==> src/rtl/flopoco_pkg.sv <==
// Shared FloPoCo 11-bit float definitions (exp 4, frac 4) for the fmul/fadd
// companion stages: widths, field positions and exception encodings.
package flopoco_pkg;

    localparam int unsigned FP_W   = 11;
    localparam int unsigned EXP_W  = 4;
    localparam int unsigned FRAC_W = 4;
    localparam int unsigned EXP_BIAS = 7;

    // Field positions inside a packed FloPoCo word {exn, sign, exp, frac}
    localparam int unsigned EXN_MSB  = FP_W - 1;
    localparam int unsigned EXN_LSB  = FP_W - 2;
    localparam int unsigned SIGN_BIT = EXP_W + FRAC_W;
    localparam int unsigned EXP_MSB  = EXP_W + FRAC_W - 1;
    localparam int unsigned EXP_LSB  = FRAC_W;
    localparam int unsigned FRAC_MSB = FRAC_W - 1;
    localparam int unsigned FRAC_LSB = 0;

    typedef logic [FP_W-1:0] fp_t;

    typedef enum logic [1:0] {
        EXN_ZERO   = 2'b00,
        EXN_NORMAL = 2'b01,
        EXN_INF    = 2'b10,
        EXN_NAN    = 2'b11
    } exn_e;

    function automatic exn_e exn_of(input fp_t value);
        return exn_e'(value[EXN_MSB:EXN_LSB]);
    endfunction

endpackage

==> src/rtl/sync_fifo_fwft.sv <==
// First-word-fall-through FIFO with a registered head and circular pointers
// that wrap modulo DEPTH (DEPTH need not be a power of two).
module sync_fifo_fwft #(
    parameter int unsigned WIDTH = 8,
    parameter int unsigned DEPTH = 4
) (
    input  logic                       clk,
    input  logic                       reset_n,
    input  logic                       push,
    input  logic [WIDTH-1:0]           push_data,
    input  logic                       pop,
    output logic [WIDTH-1:0]           head,
    output logic [$clog2(DEPTH+1)-1:0] count
);

    localparam int unsigned PTR_W = (DEPTH > 1) ? $clog2(DEPTH) : 1;
    localparam int unsigned CW    = $clog2(DEPTH + 1);

    logic [WIDTH-1:0] mem [DEPTH];
    logic [PTR_W-1:0] rd_ptr;
    logic [PTR_W-1:0] wr_ptr;
    logic             empty;
    logic             full;
    logic             do_pop;
    logic             do_push;

    function automatic logic [PTR_W-1:0] ptr_inc(input logic [PTR_W-1:0] p);
        return (p == PTR_W'(DEPTH - 1)) ? '0 : p + PTR_W'(1);
    endfunction

    assign empty   = (count == '0);
    assign full    = (count == CW'(DEPTH));
    assign do_pop  = pop && !empty;
    assign do_push = push && (!full || do_pop);

    always_ff @(posedge clk) begin
        if (do_push) begin
            mem[wr_ptr] <= push_data;
        end
    end

    // head is a register: it takes the next stored word on a pop, or the
    // incoming word when the FIFO is (or becomes) otherwise empty.
    always_ff @(posedge clk or negedge reset_n) begin
        if (!reset_n) begin
            rd_ptr <= '0;
            wr_ptr <= '0;
            count  <= '0;
            head   <= '0;
        end else begin
            if (do_push) begin
                wr_ptr <= ptr_inc(wr_ptr);
            end
            if (do_pop) begin
                rd_ptr <= ptr_inc(rd_ptr);
            end
            if (do_push && !do_pop) begin
                count <= count + CW'(1);
            end else if (do_pop && !do_push) begin
                count <= count - CW'(1);
            end
            if (do_pop) begin
                if (count > CW'(1)) begin
                    head <= mem[ptr_inc(rd_ptr)];
                end else if (do_push) begin
                    head <= push_data;
                end
            end else if (empty && do_push) begin
                head <= push_data;
            end
        end
    end

    assert property (@(posedge clk) disable iff (!reset_n) !(push && full && !pop));

endmodule

==> src/rtl/fmul_result_collector.sv <==
// Collects products from a fixed-latency, handshake-free fmul core into a
// FIFO, issuing credits upstream so no product is lost to backpressure.
module fmul_result_collector
    import flopoco_pkg::*;
#(
    parameter int unsigned LATENCY = 2,
    parameter int unsigned DEPTH   = 4,
    parameter int unsigned CNT_W   = 16
) (
    input  logic             clk,
    input  logic             reset_n,
    input  logic             in_valid,
    output logic             in_ready,
    input  logic [FP_W-1:0]  R,
    output logic             out_valid,
    input  logic             out_ready,
    output logic [FP_W-1:0]  out_data,
    output logic [CNT_W-1:0] nan_cnt,
    output logic [CNT_W-1:0] inf_cnt,
    input  logic             clr_cnt
);

    localparam int unsigned RES_W = $clog2(DEPTH + 1);

    logic               fire;
    logic               capture;
    logic               pop;
    logic [LATENCY-1:0] vp;
    logic [RES_W-1:0]   reserved;
    logic [RES_W-1:0]   fifo_count;
    exn_e               cap_exn;

    // A credit is held from issue until the product leaves the FIFO, so the
    // in-flight plus buffered total can never exceed DEPTH.
    assign in_ready  = (reserved < RES_W'(DEPTH));
    assign fire      = in_valid && in_ready;
    assign capture   = vp[LATENCY-1];
    assign out_valid = (fifo_count != '0);
    assign pop       = out_valid && out_ready;
    assign cap_exn   = exn_of(R);

    always_ff @(posedge clk or negedge reset_n) begin
        if (!reset_n) begin
            vp <= '0;
        end else begin
            vp[0] <= fire;
            for (int unsigned i = 1; i < LATENCY; i++) begin
                vp[i] <= vp[i-1];
            end
        end
    end

    always_ff @(posedge clk or negedge reset_n) begin
        if (!reset_n) begin
            reserved <= '0;
        end else if (fire && !pop) begin
            reserved <= reserved + RES_W'(1);
        end else if (pop && !fire) begin
            reserved <= reserved - RES_W'(1);
        end
    end

    always_ff @(posedge clk or negedge reset_n) begin
        if (!reset_n) begin
            nan_cnt <= '0;
            inf_cnt <= '0;
        end else if (clr_cnt) begin
            nan_cnt <= '0;
            inf_cnt <= '0;
        end else if (capture) begin
            if (cap_exn == EXN_NAN && nan_cnt != '1) begin
                nan_cnt <= nan_cnt + CNT_W'(1);
            end
            if (cap_exn == EXN_INF && inf_cnt != '1) begin
                inf_cnt <= inf_cnt + CNT_W'(1);
            end
        end
    end

    sync_fifo_fwft #(
        .WIDTH (FP_W),
        .DEPTH (DEPTH)
    ) u_fifo (
        .clk       (clk),
        .reset_n   (reset_n),
        .push      (capture),
        .push_data (R),
        .pop       (pop),
        .head      (out_data),
        .count     (fifo_count)
    );

endmodule

==> config.mk <==
export PLATFORM = sky130hd
export DESIGN_NAME = fmul_result_collector
export DESIGN_NICKNAME = d
export VERILOG_FILES = /design/src/rtl/flopoco_pkg.sv /design/src/rtl/sync_fifo_fwft.sv /design/src/rtl/fmul_result_collector.sv
export SDC_FILE = /design/constraint.sdc
export NUM_CORES = 1
export LEC_CHECK = 0
export ABC_CLOCK_PERIOD_IN_PS = 6140
export BUFFER_PORTS_ARGS = -buffer_cell sky130_fd_sc_hd__buf_2
export CORE_MARGIN = 2
export CORE_UTILIZATION = 62
export CTS_BUF_LIST = sky130_fd_sc_hd__clkbuf_8 sky130_fd_sc_hd__clkbuf_16
export CTS_CLUSTER_DIAMETER = 200
export DETAILED_ROUTE_END_ITERATION = 10
export PLACE_DENSITY_LB_ADDON = 0.3
export SLEW_MARGIN = 20
export SYNTH_ARGS = -nofsm -noshare
export SYNTH_HDL_FRONTEND = slang
export SYNTH_SLANG_ARGS = --single-unit
==> constraint.sdc <==
create_clock -name clk -period 6.14 [get_ports clk]
set_clock_uncertainty 0.2 [all_clocks]
set_input_delay 0.307 -clock clk [delete_from_list [all_inputs] [get_ports clk]]
set_output_delay 0.307 -clock clk [all_outputs]
set_load 0.02 [all_outputs]
==> results of run 1 <==
==> synth_stat cells, types with 6 or more instances <==
cell and n:
sky130_fd_sc_hd__ha_1 13, sky130_fd_sc_hd__and2_1 6, sky130_fd_sc_hd__inv_1 7, sky130_fd_sc_hd__o21ai_0 18, sky130_fd_sc_hd__nand4_1 12, sky130_fd_sc_hd__dfrtp_1 55, sky130_fd_sc_hd__nand2_1 32, sky130_fd_sc_hd__xor2_1 6
sky130_fd_sc_hd__a21oi_1 10, sky130_fd_sc_hd__mux2i_1 14, sky130_fd_sc_hd__xnor2_1 25, sky130_fd_sc_hd__edfxtp_1 44, sky130_fd_sc_hd__nand3_1 10, sky130_fd_sc_hd__nor3_1 11, sky130_fd_sc_hd__nor2_1 36, sky130_fd_sc_hd__mux4_2 11
sky130_fd_sc_hd__clkbuf_1 7
==> critical path, delay by kind of cell (launching register included) <==
| kind | cells | cell delay [ns] |
|---|---|---|
| xor+xnor | 1 | 0.22 |
| simple gates | 3 | 1.02 |
| fa+ha+maj | 1 | 0.28 |
| flops | 1 | 0.43 |
| compound gates | 1 | 0.26 |
==> state kept, by name (all words and copies together) (netlist names) <==
register and cells:
nan_cnt 16, inf_cnt 16, u_fifo.count 3, vp 2, u_fifo.rd_ptr 2, u_fifo.wr_ptr 2, u_fifo.mem 44, u_fifo.head 11
reserved 3
==> worst paths after layout <==
check | startpoint | to | slack [ns] | depth (start not counted)
max in group asynchronous | reset_n | u_fifo.wr_ptr[1] | 4.85 | 3
min | R[9] | u_fifo.mem[1][9] | 0.03 | 1
max reg2reg | nan_cnt[0] | nan_cnt[0] | 3.60 | 6
max | nan_cnt[0] | nan_cnt[0] | 3.60 | 6
min in group asynchronous | reset_n | u_fifo.head[7] | 0.39 | 3
min reg2reg | vp[0] | vp[1] | 0.16 | 0
==> through the flow <==
step	power (mW)	util, %	std cells
final	1.970	72.99	534
after global routing	2.092	72.99	534
after CTS	1.987	72.99	534
after detailed placement	1.517	68.35	507
after global placement	1.484	68.35	507
after floorplan	1.355	-	360
==> area by class of cell <==
type / count / area [µm²] / share of cell area (%)
flip-flops and latches: 99 / 2698 / 51.51
multi-input cells: 241 / 1749 / 33.40
repair buffers: 72 / 417.9 / 7.979
clock buffers: 9 / 123.9 / 2.365
well taps: 99 / 123.9 / 2.365
clock inverters: 7 / 98.84 / 1.887
inverters: 7 / 26.28 / 0.5017
==> kinds of logic (layout without fill, tap and decap cells) <==
| group | Yosys count | after routing | synth area share (%) |
|---|---|---|---|
| adders and majority gates | 14 | 14 | 4.032 |
| buffers and inverters | 20 | 95 | 1.851 |
| muxes | 28 | 28 | 9.307 |
| and+or+nand+nor | 134 | 134 | 15.16 |
| DFF | 99 | 99 | 59.54 |
| xor gates and xnor gates | 31 | 31 | 5.993 |
| AOI/OAI and AO/OA | 34 | 34 | 4.115 |
==> per-layer routing <==
layer	global-route usage, %	up-vias
li1	-	1436
met4	9.091	0
met2	37.85	73
met5	0	-
met3	4.155	15
met1	32.48	1493
==> power by group <==
group	internal, mW	total, mW	switching (mW)
combinational	0.283	0.626	0.343
clock	0.233	0.465	0.232
sequential	0.814	0.879	0.0650
==> timing repair <==
action                                 CTS  global route
hold buffers                            11             0
setup buffers                            0             0
endpoints found under the hold margin   92             0
==> impl_metrics.toml, run 1 <==
[yosys]
post_synth_num_cell_types = 41
post_synth_inst_count = 360
ys_ff_latch = 99
async_flop_share_pct = 55.56
yosysWarnings = 0
synth_top_area_share_pct = 30.38
syn_nets = 390
synth-main-ff-cell = "sky130_fd_sc_hd__dfrtp_1"
synth_enable_flop_cells = 44
syn_avg_cell_area_um2 = 12.58
post_synth_main_area_contributors = "sky130_fd_sc_hd__dfrtp_1 (30%), sky130_fd_sc_hd__edfxtp_1 (29%), sky130_fd_sc_hd__mux4_2 (5.5%)"
mappedNetlistArea_um2 = 4531
yosys.area.top_type = "sky130_fd_sc_hd__dfrtp_1"
synth_seq_area_share_pct = 59.54

[clock_network]
tritoncts = "built"
number_of_clock_buffers_inserted_by_tritoncts = 9
cts_root_buf = "sky130_fd_sc_hd__clkbuf_8"
cts_repair_resizes = 0
clock_insertion_delay_worst_skew_ns = 0.37
clock_path_buffers = 2
cts_num_sinks = 99
cts.reportedPaths.clkPinSlew_ns = 0.09
htree_num_levels = 3

[floorplanning]
boundaryPins = 61
die_area_um2 = 8008
die-height_um = 89.49
start_util_pct = 63.14
die_x_um = 89.49
coreArea_um2 = 7176
row_count = 31

[sta]
timing.fmax_mhz = 394.0
finalCritPeriodShare_pct = 41.34
finalHoldViolCount = 0
setup-violations-final = 0
remaining_max_slew_budget_at_the_tightest_pin_pct = 25.50
rsz_0062_raised_after_global_routing = "no"
worst-slew-pin-transition_ns = 1.113
worst_hold_slack_ns = 0.03378
final-max-slew-violation-count = 0
worst_slack_ns = 3.602
totalNegativeSetupSlack_ns = 0
final_period_minus_worst_setup_slack_ns = 2.538

[global_routing]
antenna_violations_before_repair = 0
groute.usage.overall_pct = 23.59
first_global_vias = 2958
pin_count_of_the_biggest_net_entering_global_routing = 56
gr-total-overflow = 0
grt_first_pass_wirelength_um = 14060

[layout]
final_cell_mix = "sky130_fd_sc_hd__buf_2 (60), sky130_fd_sc_hd__dfrtp_1 (55), sky130_fd_sc_hd__edfxtp_1 (44), sky130_fd_sc_hd__nor2_1 (36), sky130_fd_sc_hd__nand2_1 (32)"
drive_above_1_share_pct = 22.53
antennaDiodeCount = 0
layout_commonest_cell = "sky130_fd_sc_hd__buf_2"
n_fill_cell = 501
num-nets-final = 460
total_non_filler_cell_area_in_the_finished_layout_um2 = 5238
layout-area-overhead-vs-synth_pct = 15.60

[power]
vdd_ir_drop_max_uv = 310.2
power.density_cell_area_nw_per_um2 = 376.2
static-leakage-power_nw = 2.202

[critical_path]
critPathArrivalTime_ns = 2.57
timing.critical_path.slowest_stage_cell = "sky130_fd_sc_hd__nor3_1"
worstPathMaxFanout = 12
max_stage_delay_ns = 0.87
critPathCaptureType = "flop"
setup.worst_path.class = "reg2reg"
worst_setup_path_start_kind = "flop"
worst_ep_required_time_ns = 6.17
timing.critical_path.cells = "ha_1 > nand2_1 > nor3_1 > a21oi_1 > xnor2_1 > nor2_1"

[drt]
drt_wl_total_um = 8704
antenna_left = 0
route.vias.total = 3017
routedLengthMet1_um = 3917
detail_route.drc_violations = 0
initialDrtViolationCount = 185
detailed_routing_iterations_pass_1 = 4
topRoutingLayerUsed = "met4"
met3_wire_length_um = 363
route.met2.wl_um = 4263
avgRoutedWirePerCell_um = 16.30
post_drt_via_cell_ratio = 5.650

[placed_design]
dpl.hpwl_um = 5725
pre_cts_slack_ns = 3.638
placement.io_buffers = 60
dpl_cell_area_um2 = 4905
gpl.final_weighted_congestion = 0.8336

[run]
maxCapViolCount = 0

[min_path]
worstHoldPathType = "in2reg"

[run_status]
outcome = "finished, final reports clean"
Power figures use the tool's default switching activity.
==> run 2, diff against run 1 <==
ABC_CLOCK_PERIOD_IN_PS = 2400   (was 6140)
CORE_UTILIZATION = 57   (was 62)
clock period = 2.4 ns   (was 6.14 ns; I/O delays follow)
==> run 2 against run 1 <==
Effect of this change:
- count of clock-buffer cells in the layout unchanged
- largest power group unchanged
- global-route usage decreased by 2.5 points
- routed wire length decreased by 1.4%
- cell count increased by 3.6%
- first-iteration DRC count decreased by 24%
- register-to-register slack got worse by 3.4 ns
- utilization decreased by 3.8 points
- sequential cell count unchanged
- critical endpoint is now reserved[2]
- via count increased by 1.4%
- final area increased by 2.1%
- critical path depth increased by 4
==> impl_metrics.toml, run 2 (synthesis results as in run 1) <==
[run_status]
outcome = "finished, final reports clean"

[sta]
timing.fmax_mhz = 457.0
setup-violations-final = 0
totalNegativeSetupSlack_ns = 0
final_period_minus_worst_setup_slack_ns = 2.188
worst-slew-pin-transition_ns = 0.5819
finalCritPeriodShare_pct = 91.17
finalHoldViolCount = 0
worst_slack_ns = 0.2120
final-max-slew-violation-count = 0
remaining_max_slew_budget_at_the_tightest_pin_pct = 61.21
rsz_0062_raised_after_global_routing = "no"

[layout]
biggestRegsByFlops = "u_fifo.mem (44), inf_cnt (16), nan_cnt (16)"
drive_above_1_share_pct = 25.50
antennaDiodeCount = 0
layout_commonest_cell = "sky130_fd_sc_hd__buf_2"
final_cell_mix = "sky130_fd_sc_hd__buf_2 (60), sky130_fd_sc_hd__dfrtp_1 (55), sky130_fd_sc_hd__edfxtp_1 (44), sky130_fd_sc_hd__nor2_1 (36), sky130_fd_sc_hd__nand2_1 (32)"
layout-area-overhead-vs-synth_pct = 18.03
num-nets-final = 476
post_layout_nonfiller_instances = 553
registers.top_by_ff_count = "u_fifo.mem"
largest_reg_flops = 44

[drt]
initialDrtViolationCount = 140
detail_route.drc_violations = 0
antenna_left = 0
avgRoutedWirePerCell_um = 15.52
post_drt_via_cell_ratio = 5.530
drt_wl_total_um = 8582
route.vias.total = 3058
detailed_routing_iterations_pass_1 = 4

[critical_path]
setup.worst_path.class = "reg2reg"
worstPathMaxFanout = 4
critPathCaptureType = "flop"
worst_setup_path_start_kind = "flop"
critPathArrivalTime_ns = 2.27
worst_ep_required_time_ns = 2.48

[power]
static-leakage-power_nw = 2.252
power.density_cell_area_nw_per_um2 = 924.4
power_frac_seq_pct = 45.3
internal_power_mw = 3.287
pwr-share-comb_pct = 34.6
p_switching_mw = 1.656
p_sw_share_pct = 33.50
share_clk_of_total_power_pct = 20.1
vdd_ir_drop_max_uv = 693.9

[global_routing]
antenna_violations_before_repair = 0
grt_first_pass_wirelength_um = 14030
gr-total-overflow = 0
groute.usage.overall_pct = 21.08
pin_count_of_the_biggest_net_entering_global_routing = 34
first_global_vias = 2929

[floorplanning]
boundaryPins = 61
die_x_um = 93.16
die-height_um = 93.16
row_count = 32
start_util_pct = 58.63
die_area_um2 = 8678
coreArea_um2 = 7727

[clock_network]
number_of_clock_buffers_inserted_by_tritoncts = 9
clock_path_buffers = 2
cts_num_sinks = 99
htree_num_levels = 3
cts_root_buf = "sky130_fd_sc_hd__clkbuf_8"
cts.reportedPaths.clkPinSlew_ns = 0.10
clock_insertion_delay_worst_skew_ns = 0.36
tritoncts = "built"

[placed_design]
gpl.final_weighted_congestion = 0.8243
dpl.hpwl_um = 5834
placement.io_buffers = 60
placed_cells_incl_taps = 522
pre_cts_slack_ns = 0.1681

[run]
maxCapViolCount = 0

[min_path]
worstHoldPathType = "in2reg"
run 2: changes by cell type in the layout (fill, tap and decap cells not counted), sizes merged:
cell / change
buf: +13
clkinvlp: +2
bufinv: -2
dlygate4sd3: +3
run 2: metal layers:
layer / vias to the layer above / wire (µm) / GRT usage (%)
met5: - / 0 / 0
met4: 0 / 136 / 9.436
met3: 12 / 330 / 3.546
met2: 80 / 4000 / 32.13
met1: 1500 / 4115 / 30.15
li1: 1466 / - / -
run 2: final timing paths:
kind                            startpoint              end  slack [ns]  depth (start not counted)
max                        u_fifo.count[1]      reserved[2]        0.21                         10
min                                clr_cnt       inf_cnt[9]        0.05                          2
max reg2reg                u_fifo.count[1]      reserved[2]        0.21                         10
min reg2reg                          vp[0]            vp[1]        0.16                          0
max in group asynchronous          reset_n  u_fifo.head[10]        1.29                          3
min in group asynchronous          reset_n      inf_cnt[10]        0.06                          2
run 2: cell type report:
class	count	area, µm²
clock inverter	7	60.06
sequential	99	2698
tap	102	127.6
multi-input combinational	241	1754
inverter	7	26.28
clock buffer	9	123.9
timing repair buffer	88	558.0
fill	563	2380
run 2: worst max-delay path: stages (launching register included):
cell and delay, ns:
sky130_fd_sc_hd__dfrtp_1 0.41, sky130_fd_sc_hd__inv_2 0.09, sky130_fd_sc_hd__ha_2 0.19, sky130_fd_sc_hd__nand2b_1 0.11, sky130_fd_sc_hd__nand2_1 0.09, sky130_fd_sc_hd__ha_2 0.19, sky130_fd_sc_hd__inv_1 0.05, sky130_fd_sc_hd__fa_1 0.37
sky130_fd_sc_hd__xor2_1 0.17, sky130_fd_sc_hd__nor2_1 0.11, sky130_fd_sc_hd__xnor2_1 0.12
run 2: power by group through the flow:
stage | registers, mW | clock network (mW) | logic [mW]
3_3_place_gp | 2.26 | 0 | 1.63
5_1_grt | 2.28 | 1.09 | 1.89
4_1_cts | 2.24 | 1.03 | 1.71
2_1_floorplan | 2.36 | 0 | 1.11
6_report | 2.24 | 0.993 | 1.71
3_5_place_dp | 2.28 | 0 | 1.69
run 2: metrics by stage:
stage / util [%] / total power, mW / hold WS [ns] / cell area (µm²)
floorplan: - / 3.467 / -0.3756 / 4531
global placement: 64.85 / 3.884 / -0.07323 / 5011
detailed placement: 64.85 / 3.968 / -0.06868 / 5011
CTS: 69.04 / 4.978 / 0.03693 / 5335
global route: 69.20 / 5.259 / 0.06425 / 5348
finish: 69.20 / 4.943 / 0.04643 / 5348
run 2: repair_timing:
item,4_1_cts,5_1_grt
gates resized for setup,0,4
hold endpoints to repair,79,0
buffers inserted,0,1
hold buffers,14,0
setup endpoints to repair,0,2
==> run 3, diff against run 2 <==
CORE_UTILIZATION = 35   (was 57)
==> run 3 against run 2 <==
Effect of this change:
- sequential cell count unchanged
- fmax shrank 1.8%
- register-to-register slack worse by 0.04 ns
- clock power rose by 49%
- combinational power hardly changed
- critical path type unchanged
==> impl_metrics.toml, run 3 (synthesis results as in run 1) <==
[drt]
route.met2.wl_um = 4193
route.vias.total = 2998
avgRoutedWirePerCell_um = 14.20
routedLengthMet1_um = 4278
initialDrtViolationCount = 185
met3_wire_length_um = 301
topRoutingLayerUsed = "met4"
post_drt_via_cell_ratio = 4.797
detail_route.drc_violations = 0
drt_wl_total_um = 8873
detailed_routing_iterations_pass_1 = 4
antenna_left = 0

[critical_path]
rr_worst_depth = 10
crit_path_buffers_inverters = 2
worst_ep_required_time_ns = 2.46
timing.critical_path.slowest_stage_cell = "sky130_fd_sc_hd__dfrtp_1"
critPathCaptureType = "flop"
rr_endpoint = "reserved[2]"
worstPathMaxFanout = 4
setup.worst_path.class = "reg2reg"
max_stage_delay_ns = 0.42
timing.reg2reg.setup_slack_ns = 0.17
reg_to_reg_critical_path_startpoint = "u_fifo.count[0]"
worst_setup_path_start_kind = "flop"
timing.critical_path.cells = "inv_1 > ha_1 > nand2b_1 > nand2_1 > ha_1 > inv_1 > fa_1 > xor2_1 > nor2_1 > xnor2_1"
crit_family = "adder cells"
critPathArrivalTime_ns = 2.29

[power]
power.density_cell_area_nw_per_um2 = 975.0
static-leakage-power_nw = 2.334
vdd_ir_drop_max_uv = 471.7

[layout]
final_core_utilization_pct = 44.12
layout-area-overhead-vs-synth_pct = 22.89
biggestRegsByFlops = "u_fifo.mem (44), inf_cnt (16), nan_cnt (16)"
num-nets-final = 478
registers.top_by_ff_count = "u_fifo.mem"
drive_above_1_share_pct = 24.94
final_cell_mix = "sky130_fd_sc_hd__buf_2 (60), sky130_fd_sc_hd__dfrtp_1 (55), sky130_fd_sc_hd__edfxtp_1 (44), sky130_fd_sc_hd__nor2_1 (36), sky130_fd_sc_hd__nand2_1 (32)"
antennaDiodeCount = 0
layout_commonest_cell = "sky130_fd_sc_hd__buf_2"
largest_reg_flops = 44

[global_routing]
gr-total-overflow = 0
pin_count_of_the_biggest_net_entering_global_routing = 56
first_global_vias = 2874
groute.usage.overall_pct = 13.41
antenna_violations_before_repair = 0
grt_first_pass_wirelength_um = 14880

[clock_network]
tritoncts = "built"
number_of_clock_buffers_inserted_by_tritoncts = 9
clock_insertion_delay_worst_skew_ns = 0.34
cts_num_sinks = 99
clock_path_buffers = 2
cts.reportedPaths.clkPinSlew_ns = 0.07
cts_root_buf = "sky130_fd_sc_hd__clkbuf_16"
cts_repair_resizes = 0
htree_num_levels = 3

[floorplanning]
boundaryPins = 61
die_x_um = 117.8
row_count = 41
die_area_um2 = 13870
coreArea_um2 = 12620
start_util_pct = 35.90
die-height_um = 117.8

[run]
maxCapViolCount = 0

[placed_design]
gpl.final_weighted_congestion = 0.8259
placement.io_buffers = 60
pre_cts_slack_ns = 0.1753
dpl.hpwl_um = 5990

[sta]
remaining_max_slew_budget_at_the_tightest_pin_pct = 60.31
finalHoldViolCount = 0
final_period_minus_worst_setup_slack_ns = 2.228
rsz_0062_raised_after_global_routing = "no"
timing.fmax_mhz = 448.9
worst_slack_ns = 0.1725
setup-violations-final = 0
totalNegativeSetupSlack_ns = 0
finalCritPeriodShare_pct = 92.81
final-max-slew-violation-count = 0
worst-slew-pin-transition_ns = 0.5954
worst_hold_slack_ns = 0.06771

[run_status]
outcome = "finished, final reports clean"

[min_path]
hold_end = "u_fifo.rd_ptr[0]"
worstHoldPathType = "in2reg"
holdCritStartpoint = "out_ready"
worstHoldPathCells = 3
## run 3: worst max path at each step
stage | start | end | slack [ns] | depth (start not counted)
after global routing | u_fifo.count[0] | reserved[2] | 0.02 | 10
after detailed placement | u_fifo.count[0] | reserved[2] | 0.18 | 10
after global placement | u_fifo.count[0] | reserved[2] | 0.25 | 10
final | u_fifo.count[0] | reserved[2] | 0.17 | 10
after CTS | u_fifo.count[0] | reserved[2] | 0.15 | 10
after floorplan | u_fifo.count[0] | reserved[1] | 0.17 | 8
## run 3: layout make-up
cell class,instances,area (µm²)
Tap cell,172,215.2
Clock inverter,6,70.07
Clock buffer,10,239.0
Sequential cell,99,2698
Multi-Input combinational cell,241,1749
Timing Repair Buffer,90,570.5
Fill cell,1187,7052
Inverter,7,26.28
## run 3: tightest hold or removal path, cell delays in order
cell and delay, ns:
sky130_fd_sc_hd__buf_2 0.13, sky130_fd_sc_hd__nand2_1 0.15, sky130_fd_sc_hd__mux2_2 0.17
## run 3: metrics by stage
| step | total power, mW | cell area (µm²) | std cells |
|---|---|---|---|
| 5_1_grt | 5.758 | 5568 | 625 |
| 3_3_place_gp | 3.927 | 5114 | 594 |
| 2_1_floorplan | 3.467 | 4531 | 360 |
| 3_5_place_dp | 3.976 | 5114 | 594 |
| 6_report | 5.429 | 5568 | 625 |
| 4_1_cts | 5.490 | 5553 | 623 |
## run 3: power by group
part / switching, mW / total [mW] / internal [mW]
Clock: 0.636 / 1.48 / 0.848
Sequential: 0.148 / 2.23 / 2.08
Combinational: 0.886 / 1.71 / 0.829
Total: 1.67 / 5.43 / 3.76
## run 3: per-layer routing
metal / up-vias / global-route usage, %
met3: 8 / 3.004
met4: 0 / 4.292
met2: 46 / 20.64
li1: 1467 / -
met5: - / 0
met1: 1477 / 18.90
## run 3: timing repair
action | CTS | global route
hold buffers | 13 | 0
endpoints found under the setup margin | 0 | 1
setup buffers | 0 | 2
hold endpoints to repair | 111 | 0
